[src/rtl/aw_sram_loader.sv]
// Stream-to-SRAM loader for the ACT/W macros; kicks the corelet once both are full.
// Optional running checksum of accepted words: define LOADER_CHECKSUM_EN.
module aw_sram_loader #(
  parameter int ACT_WORDS = 36,
  parameter int W_ROWS    = 8,
  parameter int NUM_KIJ   = 9,
  parameter int AW        = 7,
  parameter int DW        = 32
) (
  input  logic          clk,
  input  logic          reset,
  input  logic          start,
  input  logic          in_valid,
  input  logic [DW-1:0] in_data,
  output logic          in_ready,
  output logic [DW-1:0] ACT_d,
  output logic [AW-1:0] ACT_addr,
  output logic          ACT_cen,
  output logic          ACT_wen,
  output logic [DW-1:0] W_d,
  output logic [AW-1:0] W_addr,
  output logic          W_cen,
  output logic          W_wen,
  output logic          seq_begin,
  input  logic          seq_done,
  output logic          core_busy,
  output logic          done,
  output logic [DW-1:0] checksum
);

  localparam int W_WORDS = NUM_KIJ * W_ROWS;
  localparam logic [AW-1:0] ACT_LAST = AW'(ACT_WORDS - 1);
  localparam logic [AW-1:0] W_LAST   = AW'(W_WORDS - 1);

  if (W_WORDS > (2 ** AW) || ACT_WORDS > (2 ** AW)) begin : g_bad_aw
    $error("aw_sram_loader: AW too small for the word counts");
  end

  // DRAIN covers the registered write of the final W word before seq_begin
  typedef enum logic [2:0] {
    IDLE,
    LOAD_ACT,
    LOAD_W,
    DRAIN,
    START,
    RUN,
    FIN
  } state_t;

  state_t        state;
  state_t        state_nxt;
  logic [AW-1:0] wcnt;
  logic          acc;
  logic          act_wr;
  logic          w_wr;
  logic          last;
  logic          go;

  assign go     = (state == IDLE) & start;
  assign acc    = in_valid & in_ready;
  assign act_wr = acc & (state == LOAD_ACT);
  assign w_wr   = acc & (state == LOAD_W);
  assign last   = (state == LOAD_ACT) ? (wcnt == ACT_LAST)
                                      : (wcnt == W_LAST);

  always_ff @(posedge clk or posedge reset) begin
    if (reset) state <= IDLE;
    else       state <= state_nxt;
  end

  always_comb begin
    state_nxt = state;
    unique case (state)
      IDLE:     if (start) state_nxt = LOAD_ACT;
      LOAD_ACT: if (act_wr && last) state_nxt = LOAD_W;
      LOAD_W:   if (w_wr && last) state_nxt = DRAIN;
      DRAIN:    state_nxt = START;
      START:    state_nxt = RUN;
      RUN:      if (seq_done) state_nxt = FIN;
      FIN:      state_nxt = IDLE;
      default:  state_nxt = IDLE;
    endcase
  end

  always_comb begin
    in_ready  = 1'b0;
    seq_begin = 1'b0;
    core_busy = 1'b0;
    done      = 1'b0;
    unique case (state)
      LOAD_ACT,
      LOAD_W:  in_ready = 1'b1;
      START: begin
        seq_begin = 1'b1;
        core_busy = 1'b1;
      end
      RUN:     core_busy = 1'b1;
      FIN:     done = 1'b1;
      default: ;
    endcase
  end

  always_ff @(posedge clk or posedge reset) begin
    if (reset)   wcnt <= '0;
    else if (go) wcnt <= '0;
    else if (acc) wcnt <= last ? '0 : wcnt + 1'b1;
  end

  // SRAM ports: one registered write per accepted beat
  always_ff @(posedge clk or posedge reset) begin
    if (reset) begin
      ACT_cen  <= 1'b1;
      ACT_wen  <= 1'b1;
      ACT_addr <= '0;
      ACT_d    <= '0;
      W_cen    <= 1'b1;
      W_wen    <= 1'b1;
      W_addr   <= '0;
      W_d      <= '0;
    end else begin
      ACT_cen <= ~act_wr;
      ACT_wen <= ~act_wr;
      W_cen   <= ~w_wr;
      W_wen   <= ~w_wr;
      if (act_wr) begin
        ACT_addr <= wcnt;
        ACT_d    <= in_data;
      end
      if (w_wr) begin
        W_addr <= wcnt;
        W_d    <= in_data;
      end
    end
  end

`ifdef LOADER_CHECKSUM_EN
  always_ff @(posedge clk or posedge reset) begin
    if (reset)    checksum <= '0;
    else if (go)  checksum <= '0;
    else if (acc) checksum <= checksum + in_data;
  end
`else
  assign checksum = '0;
`endif

endmodule

[config.mk]
export PLATFORM = sky130hd
export DESIGN_NAME = aw_sram_loader
export DESIGN_NICKNAME = d
export VERILOG_FILES = /design/src/rtl/aw_sram_loader.sv
export SDC_FILE = /design/constraint.sdc
export NUM_CORES = 1
export LEC_CHECK = 0
export CORE_AREA = 2 2 109 111
export DETAILED_ROUTE_END_ITERATION = 16
export DIE_AREA = 0 0 111 113
export PLACE_DENSITY_LB_ADDON = 0.25
export RECOVER_POWER = 25
export SYNTH_ARGS = -nofsm -noshare
export SYNTH_HDL_FRONTEND = slang
export SYNTH_SLANG_ARGS = --single-unit
[constraint.sdc]
create_clock -name clk -period 4.4 [get_ports clk]
set_input_delay 1.32 -clock clk [delete_from_list [all_inputs] [get_ports clk]]
set_output_delay 1.32 -clock clk [all_outputs]
set_load 0.01 [all_outputs]
==> results.md, run 1 <==
* Run status: finished with violations
* Failing checks: capacitance limit, slew limit
* Drt drc at 0
* Multiplexer area fraction after synthesis at 23.6%
* Hold Path Class: reg -> reg
* CTS buffer count at 9
* Worst Hold Depth at 1
* Avg WL per Cell at 15.5 µm
* Switching pwr at 0.00118 W
* GR Overflow Total at 0
* CP max FO at 40
* Final setup fails at 0
* R2R setup slack at 2.27 ns
* Layout area overhead at 40.6%
* Core area at 11300 µm²
* Initial core utilization at 34.3%
* Worst Hold End: W_addr[1]
* Port bufs at 122
* Avg Cell Area, Syn at ~14 µm²
* Clock share of power at 21.6%
* Hold WS at 0.487 ns
* Pint at 0.00272 W
* Area share of fa/ha/maj cells after synthesis at 0.323%
* WL final at 8460 µm
* # IOs at 155
* Max frequency at between 200 and 300 MHz
* CP Capture Type: asynchronous set/reset pin
* Max-Cap Viols at 1
* Post-cts gate resize count at 0
* Simple-Gate Fraction of Synth Area at 5.82%
* Total number of vias at 2480
* Antenna violations before repair at 0
* Worst hold start: W_addr[1]
* Distinct cells, synth at 43
* Placer Congestion at 0.763
* Drt first pass iters at 4
* Commonest non-fill, non-tap cell in the layout: clkdlybuf4s50_1
* Period utilization at 76.2%
* Synth Flop Type: dfrtp_1
* Clock sinks at 90
* Sequential element share of the synthesized area at 58.2%
* Nets at ~440
* Area contributors post-synth: dfrtp_1, mux2_2, mux2_1
* Startpoint Class: input port
* Die span in y at between 100 and 150 µm
* Sequential power share at between 30% and 40%
* Min Tclk post-route at 3.35 ns
* Synth area leader: dfrtp_1
* Max-slew violations at 41
* TritonCTS clock tree: done
* DR vias/cell at 4.54
* Clock tree root driver cell: clkbuf_16
* Reg2reg start: state[2]
* CP max stage delay at 1.05 ns
* Kind of critical path: in -> async
* Iteration-0 DRC Markers at 120
* CTS hold repair buffers at 0
* Diode count at 0
* FF+latch count, synth at 90
* Post-detail-place hpwl at 5830 µm
* DIE AREA at 12500 µm²
* Actual slew at the worst max-slew pin at 1.81 ns
* Synth warnings at 0
* Sw Ratio at 30.2%
* Die Wd at 111 µm
* Share of cells above drive strength 1 at 21.6%
* R2R depth at 4
* Worst EP arrival at 3.73 ns
* Syn Std Cell Area at 3870 µm²
* RSZ-0062 raised after global routing: no
* Largest net degree at the start of global routing at 41
* H-tree levels at 3
* Critical path, cell by cell: dlygate4sd3_1 -> clkinvlp_2 -> clkbuf_2
* Peak supply drop at 322 µV
* Largest family of logic cells by synthesized area: multiplexers
* Final hold vios at 0
* Number of global-route vias before repair at between 2000 and 3000
* # rows at 39
* Overall global routing resource usage at roughly 14%
* Max clock buf depth at 2
* Logic pwr share at about 40%
* Async set-reset flop share out of synthesis at 100%
* Mapped Cells at about 280
* Worst r2r dst: W_addr[5]
* Routed Antenna Nets at 0
* Crit path required time at 4.78 ns
* Leak at 2.37 nW
* Clk slew on worst S/H paths at 0.06 ns
* Clk_skew at 0.00547 ns
* PD cells at 715 nW/µm²
* Clock latency on the worst-skew pair at 0.33 ns
* Post-synth EDFFs at 0
* First-pass GRT wire length at 13500 µm
* TNS Setup at 0 ns
* Post-synthesis xor/xnor area fraction at 0.905%
* Commonest non-fill, non-tap cells in the layout: clkdlybuf4s50_1, dfrtp_1, mux2_2, conb_1, mux2_1
* # fillers at 995
* Post-CTS Setup Inserts at 0
* Slowest cell on the critical path: clkinvlp_2
* Synth top area share at 56.9%
* Worst slew margin at -21.0%
* Compound-cell area share of the yosys netlist at between 2 and 2.5%
[flip-flops by register name (all words and copies together) (netlist names)]
register,flops
ACT_addr,7
ACT_d,32
ACT_wen,1
W_addr,7
W_d,32
W_wen,1
state,3
wcnt,7
[layer usage]
metal | track usage [%] | share of wire [%] | vias to the layer above | wire length [µm]
met5 | 0 | 0 | - | 0
met4 | 5.33 | 1.4 | 0 | 115
met3 | 6.96 | 11 | 12 | 897
met2 | 20.0 | 46 | 101 | 3860
met1 | 17.6 | 42 | 1235 | 3580
li1 | - | - | 1132 | -
[Yosys cell counts (all sizes together), types with 2 or more instances]
cell type and number:
inv 5, mux2 79, dfrtp 88, nor3 2, mux2i 2, buf 44
nor2b 2, nor2 8, nand3 2, nand2 5, xnor2 4, o21ai 3
and3 3, dfstp 2, clkbuf 2, nor4b 3, nand2b 2, nor3b 2
[cells by family (layout without fill, tap and decap cells)]
family	after synthesis	after routing
DFF	90	90
xor gates and xnor gates	4	4
adders and majority gates	1	1
muxes	81	81
and+or+nand+nor	37	37
other	1	32
buffers and inverters	51	147
AOI/OAI and AO/OA	11	11
[cell type report]
cell class                      count  area [µm²]  area share (%)
Timing Repair Buffer              126        1260            23.1
Clock inverter                      4        73.8            1.36
Inverter                            5        20.0           0.368
Clock buffer                       12         256            4.71
Sequential cell                    90        2250            41.4
Tap cell                          143         179            3.29
Multi-Input combinational cell    166        1400            25.7
[power by group through the flow]
| stage | Clock (W) | Sequential (W) | Combinational, W |
|---|---|---|---|
| floorplan | 0 | 0.00157 | 0.000627 |
| global placement | 0 | 0.00145 | 0.00160 |
| CTS | 0.000866 | 0.00146 | 0.00163 |
| global route | 0.000908 | 0.00151 | 0.00172 |
| detailed placement | 0 | 0.00146 | 0.00162 |
| finish | 0.000839 | 0.00145 | 0.00160 |
[worst max path at each step]
stage	from	end	slack, ns	depth (start not counted)
floorplan	reset	ACT_addr[0]	0.75	1
global placement	in_valid	W_d[0]	1.00	5
detailed placement	in_valid	W_d[10]	0.96	5
CTS	state[2]	seq_begin	1.21	3
global route	reset	ACT_d[28]	0.61	3
finish	reset	W_d[20]	1.05	3
[critical path: cells and delay by family]
kind | cells | cell delay, ns
buf+inv | 3 | 2.37
[through the flow]
stage	setup WS, ns	instance area, µm²	total power (W)	instances	util [%]
after global routing	0.605	5440	0.00414	546	48.3
after floorplan	0.748	3990	0.00220	307	-
after global placement	1.00	5120	0.00305	530	45.4
after CTS	1.21	5450	0.00396	546	48.3
final	1.05	5440	0.00389	546	48.3
after detailed placement	0.963	5120	0.00309	530	45.4
Note: power is estimated with default switching activity, not from simulation.
==> inputs of run 2 (changes only) <==
==> constraint.sdc (replaced) <==
create_clock -name clk -period 3.25 [get_ports clk]
set_input_delay 0.975 -clock clk [delete_from_list [all_inputs] [get_ports clk]]
set_output_delay 0.975 -clock clk [all_outputs]
set_load 0.01 [all_outputs]
==> run 2 against run 1 <==
  * The flow now finishes without violations
  * Wire length shrank 3.6%
  * Hold slack lost 0.00086 ns
  * Register-to-register slack lost 0.88 ns
  * Critical path type is now reg -> out
  * Largest cell class unchanged
  * Highest routed layer unchanged
==> results.md, run 2 (synthesized netlist as in run 1, its figures left out) <==
* Drt first pass iters at 4 (unchanged)
* DIE AREA at 12500 µm² (unchanged)
* Min Tclk post-route at 2.82 ns
* GR Overflow Total at 0 (unchanged)
* Place WS at 0.462 ns (-0.501 ns)
* Port bufs at 122 (unchanged)
* Actual slew at the worst max-slew pin at 1.25 ns (-0.551 ns)
* Max-Cap Viols at 0 (-1)
* Clock latency on the worst-skew pair at 0.33 ns (about the same)
* Nets at 437 (+0.23%)
* Largest net degree at the start of global routing at 44 (+7.3%)
* Max clock buf depth at 2 (unchanged)
* Kind of critical path: reg -> out
* Worst Hold Depth at 1 (unchanged)
* PD cells at 950 nW/µm² (+33%)
* Finished Layout Cells at 545 (-0.18%)
* Max-slew violations at 0 (-100%)
* Regs by FF count: ACT_d x32, W_d x32
* Period utilization at 86.9%
* Post-CTS Setup Inserts at 0 (unchanged)
* Drt drc at 0 (unchanged)
* Worst EP arrival at 1.85 ns (-1.88 ns)
* R2R depth at 4 (unchanged)
* Iteration-0 DRC Markers at 65 (-46%)
* Total number of vias at 2540 (+2.4%)
* Clock tree root driver cell: clkbuf_16
* Placer Congestion at 0.698 (-8.5%)
* Antenna violations before repair at 0 (unchanged)
* Run status: completed
* Layout area overhead at 40.3%
* Cell count after placement at 531 (+0.19%)
* Post-detail-place hpwl at 5580 µm (-4.3%)
* CTS hold repair buffers at 0 (unchanged)
* Clk slew on worst S/H paths at 0.06 ns (about the same)
* Final worst setup slack at 0.426 ns (-0.622 ns)
* TritonCTS clock tree: done
* Post-cts gate resize count at 0 (unchanged)
* # IOs at 155 (unchanged)
* TNS Setup at 0 ns (unchanged)
* Crit path required time at 2.27 ns (-2.51 ns)
* Die span in y at 113 µm (unchanged)
* Final setup fails at 0 (unchanged)
* Startpoint Class: flop
* CP Capture Type: output pin
* RSZ-0062 raised after global routing: no
* Leak at 2.36 nW (-0.43%)
* First-pass GRT wire length at 13500 µm (-0.15%)
* Clk_skew at 0.00501 ns (-0.000460 ns)
* Final Core Density at 48.2% (-0.10 points)
* CTS buffer count at 9 (unchanged)
* Commonest non-fill, non-tap cells in the layout: clkdlybuf4s50_1, dfrtp_1, mux2_2, conb_1, mux2_1
* Max frequency at 354 MHz
* Diode count at 0 (unchanged)
* Final hold vios at 0 (unchanged)
* Initial core utilization at 34.3% (unchanged)
* Routed Antenna Nets at 0 (unchanged)
* # rows at 39 (unchanged)
* Avg WL per Cell at 15.0 µm (-3.4%)
* DR vias/cell at 4.66 (+2.6%)
* Die Wd at 111 µm (unchanged)
* Number of global-route vias before repair at 2620 (+0.85%)
* CP max FO at 13 (-68%)
* Core area at 11300 µm² (unchanged)
* Clock sinks at 90 (unchanged)
* Overall global routing resource usage at 13.7% (-0.081 points)
* Peak supply drop at 414 µV (+29%)
* Worst slew margin at 16.0% (+37 points)
* Hold Path Class: reg -> reg
* H-tree levels at 3 (unchanged)
* WL final at 8160 µm (-3.6%)
* Commonest non-fill, non-tap cell in the layout: clkdlybuf4s50_1
* Share of cells above drive strength 1 at 21.4% (-0.20 points)
==> run 2: final cells by class <==
cell class | instances | area, µm²
clock buffer | 12 | 256
multi-input combinational | 166 | 1400
timing repair buffer | 127 | 1280
fill | 1011 | 5840
clock inverter | 2 | 37.5
inverter | 5 | 20.0
sequential | 90 | 2250
tap | 143 | 179
==> run 2: per-layer routing <==
metal | track usage, % | wire length [µm] | vias up | share of wire, %
li1 | - | - | 1137 | -
met1 | 16.3 | 3450 | 1284 | 42
met2 | 20.9 | 3690 | 104 | 45
met3 | 6.80 | 859 | 15 | 11
met4 | 6.33 | 155 | 0 | 1.9
met5 | 0 | 0 | - | 0
==> run 2: worst paths after layout <==
check,from,to,slack [ns]
worst min register to register,W_d[1],W_d[1],0.49
min in group asynchronous,reset,W_addr[6],1.36
worst max-delay path,state[2],seq_begin,0.43
worst max register to register,state[2],ACT_d[29],1.39
worst min-delay path,W_d[1],W_d[1],0.49
max in group asynchronous,reset,W_d[20],1.04
==> run 2: where the power goes <==
part	internal (W)	leakage, nW	switching (W)
Combinational	0.00135	1.11	0.000828
Clock	0.000629	0.141	0.000400
Sequential	0.00163	1.12	0.000324
Total	0.00361	2.36	0.00155
==> run 2: worst max-delay path, stage by stage (launching register included) <==
cell	delay, ns
dfrtp_1	0.59
nor2b_1	0.25
and2_1	0.15
clkdlybuf4s50_1	0.52
==> run 2: through the flow <==
stage | hold slack (ns) | cell area, µm² | power [W]
after floorplan | 0.513 | 3990 | 0.00297
after global placement | 0.467 | 5140 | 0.00415
after detailed placement | 0.475 | 5140 | 0.00418
after CTS | 0.492 | 5440 | 0.00525
after global routing | 0.506 | 5430 | 0.00549
final | 0.486 | 5430 | 0.00516
==> inputs of run 3 (changes only) <==
--- a/config.mk
+++ b/config.mk
@@ -10,6 +10,7 @@
 export DIE_AREA = 0 0 111 113
 export PLACE_DENSITY_LB_ADDON = 0.25
 export RECOVER_POWER = 25
+export SLEW_MARGIN = 40
 export SYNTH_ARGS = -nofsm -noshare
 export SYNTH_HDL_FRONTEND = slang
 export SYNTH_SLANG_ARGS = --single-unit
==> results of run 3 <==
Same layout as run 2: the final DEF is identical, and so are final timing and power.
